## src/rtl/frame_draw_sequencer.sv

```systemverilog
// Frame-rate erase/shift/latch/draw scheduler that owns the single VGA plot port.
// Optional build macro FRAME_DRAW_BORDER_EN: outline the drawn block in ~FG_COLOUR.
module frame_draw_sequencer #(
    parameter int         BLOCK_W   = 16,
    parameter int         BLOCK_H   = 16,
    parameter int         SCR_W     = 160,
    parameter int         SCR_H     = 120,
    parameter logic [2:0] FG_COLOUR = 3'b111,
    parameter logic [2:0] BG_COLOUR = 3'b000
) (
    input  logic       clk,
    input  logic       resetn,
    input  logic       frame_tick,
    input  logic       run,
    input  logic       pause,
    input  logic       clear_req,
    input  logic       redraw_req,
    input  logic [7:0] x_in,
    input  logic [6:0] y_in,
    output logic       shift_en,
    output logic       plot,
    output logic [7:0] vga_x,
    output logic [6:0] vga_y,
    output logic [2:0] colour,
    output logic       busy,
    output logic       done,
    output logic [7:0] overrun
);

    typedef enum logic [2:0] {
        S_IDLE,
        S_CLEAR,
        S_ERASE,
        S_SHIFT,
        S_LATCH,
        S_DRAW,
        S_DONE
    } state_t;

    localparam logic [7:0] L_SCR_X_LAST = 8'(SCR_W - 1);
    localparam logic [6:0] L_SCR_Y_LAST = 7'(SCR_H - 1);
    localparam logic [7:0] L_BLK_X_LAST = 8'(BLOCK_W - 1);
    localparam logic [6:0] L_BLK_Y_LAST = 7'(BLOCK_H - 1);

    state_t     r_state;
    state_t     w_next;
    logic [7:0] r_px;
    logic [6:0] r_py;
    logic [7:0] w_px_next;
    logic [6:0] w_py_next;
    logic [7:0] w_x_last;
    logic [6:0] w_y_last;
    logic [7:0] r_base_x;
    logic [6:0] r_base_y;
    logic       r_pending;
    logic [7:0] r_overrun;
    logic       w_go;
    logic       w_tick_ok;
    logic       w_accept_clear;
    logic       w_accept_redraw;
    logic       w_accept_frame;
`ifdef FRAME_DRAW_BORDER_EN
    logic       w_edge;
`endif

    assign w_go      = run & ~pause;
    assign w_tick_ok = frame_tick & w_go;
    assign overrun   = r_overrun;

`ifdef FRAME_DRAW_BORDER_EN
    assign w_edge = (r_px == 8'd0) || (r_px == L_BLK_X_LAST) ||
                    (r_py == 7'd0) || (r_py == L_BLK_Y_LAST);
`endif

    always_ff @(posedge clk) begin
        if (!resetn) begin
            r_state   <= S_IDLE;
            r_px      <= 8'd0;
            r_py      <= 7'd0;
            r_base_x  <= 8'd0;
            r_base_y  <= 7'd0;
            r_pending <= 1'b0;
            r_overrun <= 8'd0;
        end else begin
            r_state <= w_next;
            r_px    <= w_px_next;
            r_py    <= w_py_next;
            if (r_state == S_LATCH) begin
                r_base_x <= x_in;
                r_base_y <= y_in;
            end
            // In IDLE a tick either starts the job, rides along as pending behind a request, or is discarded
            if (r_state == S_IDLE) begin
                if (w_accept_clear) begin
                    r_overrun <= 8'd0;
                    r_pending <= w_tick_ok;
                end else if (w_accept_redraw) begin
                    r_pending <= r_pending | w_tick_ok;
                end else if (w_accept_frame) begin
                    r_pending <= 1'b0;
                end
            end else if (frame_tick) begin
                if (!r_pending) begin
                    r_pending <= 1'b1;
                end else if (r_overrun != 8'hFF) begin
                    r_overrun <= r_overrun + 8'd1;
                end
            end
        end
    end

    always_comb begin
        w_next          = r_state;
        w_px_next       = r_px;
        w_py_next       = r_py;
        w_x_last        = (r_state == S_CLEAR) ? L_SCR_X_LAST : L_BLK_X_LAST;
        w_y_last        = (r_state == S_CLEAR) ? L_SCR_Y_LAST : L_BLK_Y_LAST;
        w_accept_clear  = 1'b0;
        w_accept_redraw = 1'b0;
        w_accept_frame  = 1'b0;
        plot            = 1'b0;
        shift_en        = 1'b0;
        done            = 1'b0;
        busy            = (r_state != S_IDLE);
        vga_x           = 8'd0;
        vga_y           = 7'd0;
        colour          = BG_COLOUR;

        case (r_state)
            S_IDLE: begin
                if (clear_req) begin
                    w_next         = S_CLEAR;
                    w_accept_clear = 1'b1;
                end else if (redraw_req) begin
                    w_next          = S_LATCH;
                    w_accept_redraw = 1'b1;
                end else if ((frame_tick || r_pending) && w_go) begin
                    w_next         = S_ERASE;
                    w_accept_frame = 1'b1;
                end
            end
            S_CLEAR, S_ERASE, S_DRAW: begin
                plot = 1'b1;
                if (r_state == S_CLEAR) begin
                    vga_x = r_px;
                    vga_y = r_py;
                end else begin
                    vga_x = r_base_x + r_px;
                    vga_y = r_base_y + r_py;
                end
                if (r_state == S_DRAW) begin
`ifdef FRAME_DRAW_BORDER_EN
                    colour = w_edge ? ~FG_COLOUR : FG_COLOUR;
`else
                    colour = FG_COLOUR;
`endif
                end
                // Raster sweep, x fastest; both counters return to zero when the sweep ends
                if (r_px == w_x_last) begin
                    w_px_next = 8'd0;
                    if (r_py == w_y_last) begin
                        w_py_next = 7'd0;
                        w_next    = (r_state == S_ERASE) ? S_SHIFT : S_DONE;
                    end else begin
                        w_py_next = r_py + 7'd1;
                    end
                end else begin
                    w_px_next = r_px + 8'd1;
                end
            end
            S_SHIFT: begin
                shift_en = 1'b1;
                w_next   = S_LATCH;
            end
            S_LATCH: begin
                w_next = S_DRAW;
            end
            S_DONE: begin
                done   = 1'b1;
                w_next = S_IDLE;
            end
            default: begin
                w_next = S_IDLE;
            end
        endcase
    end

endmodule

```

## config.mk

```make
export PLATFORM = sky130hd
export DESIGN_NAME = frame_draw_sequencer
export DESIGN_NICKNAME = d
export VERILOG_FILES = /design/src/rtl/frame_draw_sequencer.sv
export SDC_FILE = /design/constraint.sdc
export NUM_CORES = 1
export LEC_CHECK = 0
export ABC_AREA = 1
export CAP_MARGIN = 20
export CORE_ASPECT_RATIO = 0.8
export CORE_MARGIN = 10
export CORE_UTILIZATION = 52
export CTS_CLUSTER_SIZE = 10
export DETAILED_ROUTE_END_ITERATION = 10
export GPL_TIMING_DRIVEN = 0
export PLACE_DENSITY = 0.78
export SYNTH_ARGS = -nofsm -noshare
export SYNTH_HDL_FRONTEND = slang
export SYNTH_SLANG_ARGS = --single-unit
```

## constraint.sdc

```tcl
create_clock -name clk -period 4.3 [get_ports clk]
set_input_delay 0.86 -clock clk [delete_from_list [all_inputs] [get_ports clk]]
set_output_delay 0.86 -clock clk [all_outputs]
set_load 0.05 [all_outputs]
```

==> run metrics <==
final WL roughly 8000 microns; clock sinks 42; largest family of logic cells by synthesized area simple AND/OR/NAND/NOR gates; clk slew on worst S/H paths around 80 ps; Starting DRT DRC Count 190; CP required roughly 3400 ps; Top Metal Used met4; CTS-repair resized insts 0; Residual DRC 0; die area between 9000 and 10,000 sq um; row count 24; final setup vio count 0; hold_buf cts 0; 1st-pass router iterations 5; # diodes 0; post-synthesis mux area share 0; # IOs 52; die height slightly below 90 microns; Worst VDD drop around 0.00031 V; antenna violations before repair 0; metal3 WL about 600 microns; Die Wd about 100 microns; largest net degree at the start of global routing 12; P_leak 0.001661 uW; top post-synthesis cells by area dfxtp_1, nand2_1, nor2_1; H-tree depth 2; post-synth cell types 43; RSZ-0062 raised after global routing no; number of vias per cell 5.219; Seq cells post-synth 42; post-synthesis xor/xnor area fraction 0.02636; grt ovf 0; Synth Cell Area 2990 sq um; DP Area 3588 sq um; area of the multi-input gates between 1500 and 2000 sq um; Crit Path Max Fanout 7; Initial Util 0.5412; TritonCTS Buffers 5; Final Hold Fails 0; Worst Skew around 6 ps; first-pass GRT wire length 13,080 microns; Compound-Gate Fraction of Synth Area 0.1410; Synth Area in Simple Gates 0.3715; Setup TNS 0 ps; Worst-Skew Late Latency approximately 300 ps; Syn-to-layout area delta 22.55%; CORE AREA around 5500 sq um; worst-margin pin slew between 500 and 600 ps; Final Critical Period about 3800 ps; syn avg cell area approximately 6.6 sq um; sequential area share after synthesis 0.2812; Post-synth top cells nand2_1, nor2_1, inv_1, dfxtp_1, a21oi_1; DR vias slightly above 3,000; Hold Crit Class flip-flop to flip-flop; worst rel slew slack 0.6551; root buf cell clkbuf_8; Max-Cap Viols 0; Syn Nets slightly below 500; async set-reset flop share out of synthesis 0; Final ANT Viol Nets 0; Ys Warns 0; WL met1 around 3800 microns; ys flop type dfxtp_1; crit path kind flip-flop to output port; # nets final 547; met2 wire length ~3500 microns; final cycle utilization of the critical path 0.8770; Filler Cells Inserted 498; hpwl dp 6227 microns; Hold Worst Slack 496.8 ps; Synth Area in Adders 0.08033; routability congestion estimate between 0.8 and 0.9; CP Capture Type output port; Buffers on Ports 50; drt wl/cell approximately 14 microns; status complete, no violations; critical path startpoint category flip-flop; dominant cell type by area after synthesis dfxtp_1; vias in the first global route around 2,800; layout cells sized above 1 0.09467; Final Cell Area about 3700 sq um; post-synth top area share 0.2812; Pwr per Cell Area 535.1 nW/um^2; Achievable Freq ~270 MHz; maximum clock path buffer count 2; CTS tree built; crit path DAT 2910 ps; Synth Instances 450; Slew Viols, Final 0; Post-synth EDFFs 0; Overall Power 1961 uW; most frequent cell after synthesis nand2_1; Reg area 840.8 sq um; postcts setup bufs 0; overall routing resource usage 0.1715
-- layout make-up --
class	count	area share
buffer	13	0.02048
clock buffer	7	0.02083
inverter	58	0.06077
multi-input combinational	337	0.5053
sequential	42	0.2294
tap	78	0.02663
timing repair buffer	50	0.1366
-- cells by family (layout without fill, tap and decap cells) --
kind of cell / after synthesis / after routing
adders and majority gates: 18 / 18
xor gates and xnor gates: 9 / 9
and+or+nand+nor: 232 / 232
DFF: 42 / 42
AOI/OAI and AO/OA: 78 / 78
buffers and inverters: 71 / 128
-- through the flow --
step / setup slack [ps] / util / cells
after floorplan: 1110 / - / 450
after global placement: 903.7 / 0.6495 / 578
after detailed placement: 874.0 / 0.6495 / 578
after CTS: 535.9 / 0.6633 / 585
after global routing: 379.5 / 0.6633 / 585
final: 529.1 / 0.6633 / 585
-- worst max-delay path, cell delays in order (launching register included) --
cell and delay [ps]:
dfxtp_1 390, ha_1 410, nand2_1 60, o21ai_0 350, inv_1 100, or2_2 280
nand3_1 70, o211ai_1 90, inv_1 70, clkdlybuf4s50_1 790
-- registers in the layout, summed over array words and instances (netlist names) --
signal / flops
r_py: 7
r_px: 8
r_base_y: 7
r_pending: 1
r_base_x: 8
r_state: 3
overrun: 8
-- per-layer routing --
metal  global-route usage  vias to the layer above
met5                    0                        -
met4              0.04975                        0
met3              0.04182                       11
met2               0.2741                      109
met1               0.2255                     1358
li1                     -                     1575
-- final timing paths --
check | startpoint | end | slack (ps) | cells after the start
max | r_px[2]$_SDFFE_PN0P_ | vga_x[3] | 530 | 9
min | r_base_y[2]$_SDFFE_PN0N_ | r_base_y[2]$_SDFFE_PN0N_ | 500 | 2
max reg2reg | overrun[0]$_SDFFE_PN0P_ | overrun[1]$_SDFFE_PN0P_ | 2550 | 10
min reg2reg | r_base_y[2]$_SDFFE_PN0N_ | r_base_y[2]$_SDFFE_PN0N_ | 500 | 2
-- where the power goes --
part	internal [uW]	total [uW]	leakage, uW	switching (uW)
sequential	467	547	0.000342	79.5
combinational	386	1170	0.00128	781
clock	112	248	0.0000383	136
-- cell usage in the layout (no fill, tap or decap), types with 2 or more instances in the layout --
cell,n
nor3_2,2
nor3_1,8
nand4_1,9
nand3_1,28
clkbuf_1,4
ha_1,16
o21ai_0,29
nor2_2,7
inv_2,2
inv_1,54
clkdlybuf4s50_1,50
nand4_4,2
a21oi_2,2
nand2_2,6
dfxtp_1,42
a31oi_1,2
nand2_1,90
fa_1,2
or2_1,2
a21oi_1,35
o21a_1,2
or2_2,2
clkbuf_8,5
inv_4,2
nand2_4,4
o211ai_1,3
buf_4,3
xnor2_1,4
xor2_1,5
buf_2,6
nor2_1,65
(Power assumes the default switching activity.)
